## config.mk

```make
export PLATFORM = sky130hd
export DESIGN_NAME = pallete_position_ctrl
export DESIGN_NICKNAME = d
export VERILOG_FILES = /design/src/rtl/pallete_position_ctrl.sv
export SDC_FILE = /design/constraint.sdc
export NUM_CORES = 1
export LEC_CHECK = 0
export ABC_AREA = 1
export CORE_AREA = 2 2 108 110
export CTS_CLUSTER_SIZE = 24
export DETAILED_ROUTE_END_ITERATION = 12
export DIE_AREA = 0 0 110 112
export PLACE_DENSITY = 0.69
export SLEW_MARGIN = 20
export SYNTH_ARGS = -nofsm -noshare
export SYNTH_HDL_FRONTEND = slang
export SYNTH_SLANG_ARGS = --single-unit
```

## constraint.sdc

```tcl
create_clock -name clk -period 3.4 [get_ports clk]
set_input_delay 0.85 -clock clk [delete_from_list [all_inputs] [get_ports clk]]
set_output_delay 0.85 -clock clk [all_outputs]
set_load 0.02 [all_outputs]
```

## src/rtl/pallete_position_ctrl.sv

```systemverilog
// Button-driven paddle mover: synchronises and debounces two buttons, then steps the
// paddle once per frame on the vsync falling edge, with speed ramp-up and edge clamping.
module pallete_position_ctrl #(
  parameter int POS_MIN         = 0,
  parameter int POS_MAX         = 896,
  parameter int POS_INIT        = 448,
  parameter int DEBOUNCE_CYCLES = 650000,
  parameter int SPEED_MIN       = 2,
  parameter int SPEED_MAX       = 16,
  parameter int ACCEL_FRAMES    = 8
) (
  input  logic        clk,
  input  logic        reset_n,
  input  logic [1:0]  button,
  input  logic        vs_in,
  output logic [10:0] pallete_position,
  output logic        moving,
  output logic [4:0]  speed
);

  // state    | meaning
  // IDLE     | paddle parked, speed reported as 0
  // MOVE_DEC | left held alone, stepping towards POS_MIN
  // MOVE_INC | right held alone, stepping towards POS_MAX
  typedef enum logic [1:0] {IDLE, MOVE_DEC, MOVE_INC} state_t;

  localparam int DBW = $clog2(DEBOUNCE_CYCLES) + 1;
  localparam int HW  = $clog2(ACCEL_FRAMES) + 1;

  localparam logic [DBW-1:0]   DB_LAST   = DBW'(DEBOUNCE_CYCLES - 1);
  localparam logic [HW-1:0]    HELD_LAST = HW'(ACCEL_FRAMES - 1);
  localparam logic [4:0]       SPD_MIN   = 5'(SPEED_MIN);
  localparam logic [4:0]       SPD_MAX   = 5'(SPEED_MAX);
  localparam logic signed [11:0] LIM_LO  = 12'(POS_MIN);
  localparam logic signed [11:0] LIM_HI  = 12'(POS_MAX);
  localparam logic [10:0]      INIT_POS  = 11'(POS_INIT);

  logic [1:0] btn_meta, btn_sync, db;
  logic       vs_meta, vs_sync, vs_prev;
  logic       tick;

  always_ff @(posedge clk) begin
    if (!reset_n) begin
      btn_meta <= '0;
      btn_sync <= '0;
      vs_meta  <= 1'b0;
      vs_sync  <= 1'b0;
      vs_prev  <= 1'b0;
    end else begin
      btn_meta <= button;
      btn_sync <= btn_meta;
      vs_meta  <= vs_in;
      vs_sync  <= vs_meta;
      vs_prev  <= vs_sync;
    end
  end

  // Start of the active-low sync pulse marks the frame boundary.
  assign tick = vs_prev & ~vs_sync;

  for (genvar i = 0; i < 2; i++) begin : g_db
    logic [DBW-1:0] cnt;
    logic           state_q;

    always_ff @(posedge clk) begin
      if (!reset_n) begin
        cnt     <= '0;
        state_q <= 1'b0;
      end else if (btn_sync[i] == state_q) begin
        cnt <= '0;
      end else if (cnt == DB_LAST) begin
        cnt     <= '0;
        state_q <= ~state_q;
      end else begin
        cnt <= cnt + DBW'(1);
      end
    end

    assign db[i] = state_q;
  end

  state_t      state;
  logic [HW-1:0] held, held_nxt;
  logic [4:0]  spd_up;
  logic        go_dec, go_inc;

  assign go_dec = (db == 2'b01);
  assign go_inc = (db == 2'b10);

  always_comb begin
    held_nxt = held + HW'(1);
    spd_up   = speed;
    if (held == HELD_LAST) begin
      held_nxt = '0;
      spd_up   = (speed < SPD_MAX) ? speed + 5'd1 : SPD_MAX;
    end
  end

  function automatic logic [10:0] step(input logic [10:0] p, input logic [4:0] s,
                                       input logic inc);
    logic signed [11:0] r;
    if (inc) begin
      r = $signed({1'b0, p}) + $signed({7'b0, s});
      if (r > LIM_HI) r = LIM_HI;
    end else begin
      r = $signed({1'b0, p}) - $signed({7'b0, s});
      if (r < LIM_LO) r = LIM_LO;
    end
    return r[10:0];
  endfunction

  always_ff @(posedge clk) begin
    if (!reset_n) begin
      state            <= IDLE;
      pallete_position <= INIT_POS;
      moving           <= 1'b0;
      speed            <= 5'd0;
      held             <= '0;
    end else if (tick) begin
      if (!go_dec && !go_inc) begin
        state  <= IDLE;
        moving <= 1'b0;
        speed  <= 5'd0;
      end else if ((go_dec && state != MOVE_DEC) || (go_inc && state != MOVE_INC)) begin
        // Entry from IDLE and direction reversal both restart the ramp and step at once.
        state            <= go_inc ? MOVE_INC : MOVE_DEC;
        moving           <= 1'b1;
        speed            <= SPD_MIN;
        held             <= '0;
        pallete_position <= step(pallete_position, SPD_MIN, go_inc);
      end else begin
        held             <= held_nxt;
        speed            <= spd_up;
        pallete_position <= step(pallete_position, spd_up, go_inc);
      end
    end
  end

endmodule

```

Word level (Yosys, flattened, before mapping)
Cells that the tools add are included.
{"block": "totals", "ff_bits": 74, "inputBits": 5, "out_inout_bits": 17, "wordCells": 75}
{"block": "classes", "addsub": 8, "magnitude_cmp": 5, "eq_ne": 9, "mux": 18, "n_bitwise": 8, "n_reduce_logical": 13}
{"cell": "two-way mux 11 bit", "n": 7}
{"cell": "adder 21 x 1 -> 21 bit (second input constant)", "n": 2}
{"cell": "== test 21 x 20 -> 1 bit (second input constant)", "n": 2}
{"cell": "> comparator 12 x 11 -> 1 bit (second input constant)", "n": 2}
{"cell": "< comparator 12 x 1 -> 1 bit (second input constant)", "n": 2}
{"cell": "two-way mux 5 bit", "n": 4}
{"cell": "adder 11 x 2 -> 12 bit (second input constant)", "n": 1}
{"cell": "adder 11 x 5 -> 12 bit", "n": 1}
{"cell": "subtractor 11 x 2 -> 12 bit (second input constant)", "n": 1}
{"cell": "subtractor 11 x 5 -> 12 bit", "n": 1}
{"cell": "two-way mux 4 bit", "n": 2}
{"cell": "AND reduction 2 bit", "n": 4}
{"cell": "inverter 1 bit", "n": 7}
{"cell": "two-way mux 2 bit", "n": 3}
{"cell": "OR reduction 3 bit", "n": 2}
{"cell": "adder 5 x 1 -> 5 bit (second input constant)", "n": 1}
{"cell": "< comparator 5 bit (second input constant)", "n": 1}
{"cell": "adder 4 x 1 -> 4 bit (second input constant)", "n": 1}
{"cell": "== test 4 x 3 -> 1 bit (second input constant)", "n": 1}
{"cell": "logical AND 1 bit", "n": 3}
{"cell": "== test 1 bit", "n": 2}
{"cell": "== test 2 x 1 -> 1 bit (second input constant)", "n": 1}
{"cell": "== test 2 bit (second input constant)", "n": 1}
{"cell": "zero test 1 bit", "n": 2}
{"cell": "other kinds (6)", "n": 7}

Depth between registers and ports, before layout
Gate-level depths: netlist of run 1.
{"block": "depth", "word_depth": 8, "depth_mapped": 24, "depth_no_buf": 24}

Worst setup path before layout of run 1
Ideal clock, no wire load.
{"block": "synth_path", "path_type": "reg2reg", "start": "reg held[0]", "end": "reg pallete_position[1]", "setup_time_ps": 70, "arrival_time_ps": 2724, "t_required_ps": 3330, "setup_slack_ps": 606, "stages_incl_launch_ff": 20, "period_less_slack_ps": 2794, "path_cell_list": "dfxtp_1 ha_1 inv_1 nor3_2 inv_1 o21ai_0 inv_1 nor3_1 ha_1 inv_2 nand2_1 o21ai_1 nand2_1 nand3_2 o21a_4 inv_2 or2_1 nand2_1 nand2_1 a21oi_1"}
{"block": "synth_via", "elab_chain_cells": 7, "elab_cells_between_ends": 10, "classes_between": "add/sub (2); order compare (2); eq/ne (1); mux (5)"}
{"item": "start, declared", "line_no": "83", "source": "logic [HW-1:0] held, held_nxt;"}
{"item": "start signal, assigned", "line_no": "132", "source": "held <= held_nxt;"}
{"item": "== test 4 x 3 -> 1 bit (*)", "line_no": "93", "source": "if (held == HELD_LAST) begin"}
{"item": "two-way mux 5 bit (*)", "line_no": "93"}
{"item": "subtractor 11 x 5 -> 12 bit or adder 11 x 5 -> 12 bit (tied branches)", "line_no": "106, 103"}
{"item": "< comparator 12 x 1 -> 1 bit or > comparator 12 x 11 -> 1 bit (tied branches)", "line_no": "107, 104"}
{"item": "two-way mux 11 bit (on tied branches)", "line_no": "107, 104"}
{"item": "two-way mux 11 bit (*)", "line_no": "102", "source": "if (inc) begin"}
{"item": "two-way mux 11 bit (*)", "line_no": "124", "source": "end else if ((go_dec && state != MOVE_DEC) || (go_inc && state != MOVE_INC)) begin"}
{"item": "end signal, assigned", "line_no": "130", "source": "pallete_position <= step(pallete_position, SPD_MIN, go_inc);"}
{"item": "end signal, assigned", "line_no": "134", "source": "pallete_position <= step(pallete_position, spd_up, go_inc);"}
{"item": "end, declared", "line_no": "16", "source": "output logic [10:0] pallete_position,"}
Every way passes the cells marked *; elsewhere a longest branch is shown, timed or not.
A chain may end at the register's enable or synchronous reset.

Worst setup path after layout of run 1
{"block": "layout_path", "start": "reg held[0]", "end": "reg pallete_position[3]"}
The elaborated chain is that of the path after synthesis.

==> summary.md, run 1 <==
| Metric | Value |
|---|---|
| Status | finished, final reports clean |
| CTS tree | built |
| Worst EP required | 3.67 ns |
| CTS Buf Count | 9 |
| Worst Setup Start Kind | flop |
| Synth Area in Compound Gates | 0.124 |
| Site Rows | 39 |
| Wire per inst | 13.5 um |
| Worst-case clock buffer depth | 2 |
| Placed cell area | 0.00527 sq mm |
| Seq/Total Area, Yosys | 0.300 |
| Clock H-tree levels | 3 |
| DR iter-0 viols | 314 |
| # setup viols final | 0 |
| Slowest stage delay, CP | 0.35 ns |
| Initial antenna violation count | 0 |
| Final period util | 0.919 |
| Final worst path period need | 3.13 ns |
| DRT Wirelength | 12200 um |
| Tot GR Track Use | 0.213 |
| Finished layout cell area | 0.00569 sq mm |
| Largest net degree at the start of global routing | 22 |
| Vias | 4735 |
| Share of layout cells above drive strength 1 | 0.128 |
| Most common cell after layout, fill and taps aside | nand2_1 |
| Post-synth EDFFs | 0 |
| Core area | 0.0112 sq mm |
| Number of global-route vias before repair | 4590 |
| Synth-to-layout area growth | 15.0% |
| Most frequent cells in the layout | 161 x nand2_1, 98 x inv_1, 73 x nor2_1 |
| GR Layer Usage met2 | 0.334 |
| Worst Setup End Kind | flop |
| Gp weighted congestion | 0.952 |
| Total gr overflow | 0 |
| Die extent in x | 110 um |
| Antenna cells | 0 |
| Initial core utilization | 0.443 |
| First-pass GRT wire length | 21000 um |
| Post-synthesis mux area share | 0 |
| Post-synth top area cell | dfxtp_1 |
| Fin nets | 785 |
| Cell with the most instances on the worst path | nand2_1 |
| Synth top area share | 0.300 |
| Clock latency on the worst-skew pair | 0.34 ns |
| Num ports | 22 |
| Final number of hold-violating endpoints | 0 |
| Post-synthesis cell count | 737 |
| Synth Area in XOR/XNOR | 0.0387 |
| DRT Pass-1 Iters | 6 |
| Final antenna-violating net count | 0 |
| Unique masters post-synth | 52 |
| Top Usage Layer GRT | met2 |
| Slowest CP cell | dfxtp_2 |
| Worst Clk Skew | 0.00551 ns |
| Asr flop ratio synth | 0 |
| M1 GR Usage | 0.282 |
| Die area | 0.0123 sq mm |
| Worst Tran Pin Value | 0.822 ns |
| Root Driver | clkbuf_16 |
| Worst EP arrival | 3.39 ns |
| Max Slew Vio Count | 0 |
| Synthesis-stage register bit count | 74 |
| Worst Path Max Fanout | 6 |
| Ys flop type | dfxtp_1 |
| Routing usage on met3 | 0.0345 |
| CTS sink count | 74 |
| IO Port Bufs | 21 |
| Vias/cell | 5.22 |
| Syn Nets | 763 |
| Total power | 1.94 mW |
| Pwr per Cell Area | 341 mW/mm^2 |
| Peak Freq | 320 MHz |
| Adder-Cell Fraction of Synth Area | 0.0562 |
| Max_slew headroom | 0.450 |
| Area share of and/or/nand/nor cells after synthesis | 0.374 |
| Leakage | 2.26 nW |
| Peak VDD IR | 294 uV |
| Avg Inst Size Synth | 6.71 sq um |
| Worst Hold Class | flop to flop |
| Hold-fix buffers, CTS | 0 |
| Post-DP HPWL | 8960 um |
| Area contributors post-synth | dfxtp_1 30%, nand2_1 12%, inv_1 7.6%, nor2_1 5.6%, nand3_1 5.1% |
| Largest family of logic cells by synthesized area | simple AND/OR/NAND/NOR gates |
| Yosys synthesis warning count | 0 |
| Die Span Y | 112 um |
| Max-Cap Viols | 0 |
| Reg clk slew, reported paths | 0.06 ns |
| Residual DRC count | 0 |
| Synthesized area | 0.00494 sq mm |
| Crit path cell chain | ha_1 -> inv_1 -> nor3_4 -> o21ai_0 -> inv_1 -> ha_2 -> inv_1 -> fa_2 -> inv_2 -> nand2_1 -> nand2_1 -> nand3_1 -> nand2_1 -> nand2_1 -> o21ai_2 -> nand2_1 -> inv_1 -> nand2_1 -> nand2_2 -> nand2_1 -> nand2_1 -> nand2_1 -> a21oi_1 |
| CP Class | flop to flop |
==> critical path, delay by kind of cell (launching register included) <==
kind	cells	cell delay, ns
buffers and inverters	5	0.41
adders and majority gates	3	0.73
and+or+nand+nor	12	1.21
AOI/OAI and AO/OA	3	0.37
DFF	1	0.35
==> Yosys cell counts (4+ instances only) <==
library cell / number
nand2_1: 161
inv_1: 100
dfxtp_1: 74
nor2_1: 74
nand3_1: 50
a21oi_1: 49
o21ai_0: 30
ha_1: 19
nor3_1: 18
xor2_1: 15
nand4_1: 13
buf_2: 10
inv_2: 10
nor2_2: 10
a31oi_1: 6
nand2_2: 6
nand3_2: 6
nor3b_1: 6
nor4_1: 6
clkbuf_1: 5
nand3b_1: 5
nor2_4: 5
nor3_2: 5
o21ai_1: 5
xnor2_1: 5
or2_2: 4
==> sequential cells by signal, indices dropped and copies added, names as in the netlist <==
| register | count |
|---|---|
| btn_meta | 2 |
| btn_sync | 2 |
| g_db.cnt | 42 |
| g_db.state_q | 2 |
| held | 4 |
| moving | 1 |
| pallete_position | 11 |
| speed | 5 |
| state | 2 |
| vs_meta | 1 |
| vs_prev | 1 |
| vs_sync | 1 |
==> timing repair <==
action,in CTS,in global routing
hold endpoints to repair,0,0
buffers inserted,0,3
setup endpoints to repair,0,11
resized for setup,0,19
==> per-stage QoR <==
stage / hold WS, ns / util / setup slack [ns] / instances / setup TNS [ns]
floorplan: 0.390 / - / 0.606 / 737 / 0
global placement: 0.394 / 0.472 / 0.220 / 888 / 0
CTS: 0.415 / 0.501 / 0.182 / 904 / 0
global route: 0.445 / 0.509 / -0.0300 / 907 / -0.0381
detailed placement: 0.401 / 0.472 / 0.202 / 888 / 0
finish: 0.416 / 0.509 / 0.275 / 907 / 0
==> layout make-up <==
| cell class | instances | area (sq um) |
|---|---|---|
| fillers | 1083 | 5490 |
| repair buffers | 30 | 278 |
| flip-flops and latches | 74 | 1480 |
| inverters | 112 | 423 |
| multi-input cells | 532 | 3000 |
| clock inverters | 7 | 103 |
| well taps | 143 | 179 |
| clock buffers | 9 | 225 |
==> metal layers <==
layer | vias to the layer above | share of wire
met4 | 0 | 0.028
met5 | - | 0
met2 | 129 | 0.47
li1 | 2434 | -
met1 | 2145 | 0.45
met3 | 27 | 0.044
==> power breakdown <==
group          leakage (nW)  switching [mW]  internal (mW)
sequential            0.599         0.00220          0.872
combinational          1.51          0.0177         0.0100
clock                 0.156           0.387          0.649
total                  2.26           0.407           1.53
==> logic make-up (layout without fill, tap and decap cells) <==
kind of cell | after synthesis | count (layout)
simple gates | 381 | 381
buf+inv | 131 | 158
compound gates | 109 | 109
flops | 74 | 74
fa+ha+maj | 21 | 21
xor+xnor | 21 | 21
==> final timing paths <==
| kind | start | end | slack (ns) | depth (start not counted) |
|---|---|---|---|---|
| min | vs_meta | vs_sync | 0.42 | 2 |
| min reg2reg | vs_meta | vs_sync | 0.42 | 2 |
| max reg2reg | held[0] | pallete_position[3] | 0.27 | 23 |
| max | held[0] | pallete_position[3] | 0.27 | 23 |
Power figures use the tool's default switching activity.
==> run 2, diff against run 1 <==
GPL_TIMING_DRIVEN = 0   (was unset)
==> run 2 against run 1 <==
  * Count of clock-buffer cells in the layout increased by 1
  * First-iteration DRC count decreased by 8.9%
  * Die area unchanged
  * Sequential share of layout area decreased by 0.66 points
  * Combinational power decreased by 2%
  * Critical path type unchanged
  * Core utilization increased by 1.3 points
  * Critical path depth decreased by 1
  * Worst setup slack got worse by 0.048 ns
  * Clock power increased by 5%
  * Fmax decreased by 1.5%
  * Hold slack improved by 0.0044 ns
  * Sequential cell count unchanged
==> summary.md, run 2 (same netlist as run 1, synthesis figures left out) <==
| Metric | Value |
|---|---|
| Slowest CP cell | dfxtp_2 |
| Final worst path period need | 3.17 ns (+0.0482 ns) |
| Initial core utilization | 0.443 (unchanged) |
| Worst Tran Pin Value | 0.777 ns (-0.0456 ns) |
| Worst EP arrival | 3.40 ns (about the same) |
| Antenna cells | 0 (unchanged) |
| Max-Cap Viols | 0 (unchanged) |
| Root Driver | clkbuf_16 |
| Slowest stage delay, CP | 0.38 ns (+0.03 ns) |
| Worst Hold Class | flop to flop |
| Initial antenna violation count | 0 (unchanged) |
| Share of layout cells above drive strength 1 | 0.145 (+0.0166) |
| Most common cell after layout, fill and taps aside | nand2_1 |
| DR iter-0 viols | 286 (-8.9%) |
| Reg clk slew, reported paths | 0.06 ns (about the same) |
| Worst-case clock buffer depth | 2 (unchanged) |
| Final antenna-violating net count | 0 (unchanged) |
| Met1 wire length | 5850 um (+5.0%) |
| Pwr per Cell Area | 341 mW/mm^2 (about the same) |
| DP Worst Slack | -0.0120 ns (-0.214 ns) |
| Post-DP HPWL | 9390 um (+4.8%) |
| Tot GR Track Use | 0.210 (-0.00265) |
| Site Rows | 39 (unchanged) |
| Final period util | 0.933 (+0.0142) |
| Worst Path Max Fanout | 6 (unchanged) |
| Post-Route Utilization | 0.522 (+0.0132) |
| Residual DRC count | 0 (unchanged) |
| Worst Setup Start Kind | flop |
| Hold Slack | 0.420 ns (+0.00438 ns) |
| Vias | 4793 (+1.2%) |
| First-pass GRT wire length | 20600 um (-2.0%) |
| Routed met2 length | 6150 um (+6.1%) |
| DRT Pass-1 Iters | 5 (-1) |
| Worst EP required | 3.63 ns (-0.04 ns) |
| Regs by FF count | g_db.cnt x42, pallete_position x11, speed x5 |
| Most frequent cells in the layout | 161 x nand2_1, 97 x inv_1, 73 x nor2_1 |
| Vias/cell | 5.19 (-0.53%) |
| Status | finished, final reports clean |
| FF-to-FF setup slack | 0.23 ns (-0.05 ns) |
| Die area | 0.0123 sq mm (unchanged) |
| Non-filler cells, final | 923 (+1.8%) |
| Clock H-tree levels | 3 (unchanged) |
| Peak VDD IR | 320 uV (+8.7%) |
| Crit path cell chain | ha_4 -> inv_1 -> nor3_4 -> o21ai_0 -> inv_1 -> ha_1 -> inv_1 -> fa_2 -> inv_2 -> nand2_1 -> nand2_1 -> nand3_1 -> nand2_1 -> nand2_1 -> o21ai_1 -> nand2_1 -> inv_1 -> nand2_1 -> nand3_1 -> inv_1 -> o21ai_1 -> nand2_1 |
| Max reg flops | 42 (unchanged) |
| Die Span Y | 112 um (unchanged) |
| CTS tree | built |
| Die extent in x | 110 um (unchanged) |
| Peak Freq | 315 MHz (-1.5%) |
| Synth-to-layout area growth | 18.0% |
| Worst Setup End Kind | flop |
| Num ports | 22 (unchanged) |
| Footprint of the multi-input gates | 0.00304 sq mm (+1.4%) |
| PnR worst setup slack | 0.227 ns (-0.0482 ns) |
| Max_slew headroom | 0.480 (+0.0296) |
| Worst Clk Skew | 0.00843 ns (+0.00292 ns) |
| DRT Wirelength | 12700 um (+3.9%) |
| Core area | 0.0112 sq mm (unchanged) |
| Fillcell total | 1049 (-3.1%) |
| Fin nets | 802 (+2.2%) |
| Clock latency on the worst-skew pair | 0.34 ns (about the same) |
| Total gr overflow | 0 (unchanged) |
| Wire per inst | 13.8 um (+2.1%) |
| Leakage | 2.33 nW (+3.0%) |
| Total power | 1.99 mW (+2.6%) |
| Placed cells | 900 (+1.4%) |
| Cell with the most instances on the worst path | nand2_1 |
| Number of global-route vias before repair | 4451 (-3.0%) |
| Seq. cell area | 0.00148 sq mm (unchanged) |
| CTS Buf Count | 9 (unchanged) |
| IO Port Bufs | 20 (-4.8%) |
| Met3 routed WL | 548 um (+1.3%) |
| RSZ-0062 raised after global routing | no |
| Max Slew Vio Count | 0 (unchanged) |
| Gp weighted congestion | 0.961 (+0.96%) |
| Largest net degree at the start of global routing | 13 (-41%) |
| Max layer used | met4 |
| Biggest register | g_db.cnt |
| CTS sink count | 74 (unchanged) |
| CP Class | flop to flop |
| Final number of hold-violating endpoints | 0 (unchanged) |
| # setup viols final | 0 (unchanged) |
run 2: cell count changes in the layout (fill, tap and decap cells not counted), moves of 2 or more:
cell      change
buf_2         +9
clkbuf_1      +5
clkinv_4      -3
buf_6         +2
ha_2          -2
ha_4          +2
o21ai_0       -2
o21ai_1       +2
run 2: path summary, 6_finish.rpt:
kind | depth (start not counted) | endpoint | startpoint
max | 22 | pallete_position[8] | held[0]
min | 2 | btn_sync[1] | btn_meta[1]
max reg2reg | 22 | pallete_position[8] | held[0]
min reg2reg | 2 | btn_sync[1] | btn_meta[1]
run 2: power by group:
part / leakage, nW / internal [mW] / switching [mW] / total [mW]
Clock: 0.165 / 0.731 / 0.356 / 1.09
Combinational: 1.57 / 0.00880 / 0.0184 / 0.0272
Sequential: 0.599 / 0.872 / 0.00218 / 0.875
run 2: critical path, delay by kind of cell, from the launching register on:
kind            cells  cell delay [ns]
compound gates      3             0.43
fa+ha+maj           3             0.70
buf+inv             6             0.51
flops               1             0.38
simple gates       10             1.04
run 2: layer usage:
metal  GRT usage  vias to the layer above
li1            -                     2463
met1       0.271                     2196
met2       0.350                      120
met3      0.0293                       14
met4      0.0802                        0
met5           0                        -
run 2: metrics by stage:
stage	setup TNS [ns]	area (sq um)
6_report	0	5840
4_1_cts	0	5680
2_1_floorplan	0	4940
3_3_place_gp	0	5320
5_1_grt	0	5840
3_5_place_dp	-0.0120	5320
run 2: timing repair:
action / in CTS / in global routing
setup endpoints to repair: 5 / 11
resized for setup: 2 / 27
hold buffers: 0 / 0
pin swaps: 0 / 7
buffers inserted: 0 / 8
gates cloned: 0 / 0
run 2: final cells by class:
class | instances | area share
plain buffers | 19 | 0.0187
clock inverters | 5 | 0.0176
well taps | 143 | 0.0307
repair buffers | 28 | 0.0446
inverters | 112 | 0.0725
clock buffers | 10 | 0.0410
multi-input cells | 532 | 0.521
flip-flops and latches | 74 | 0.254
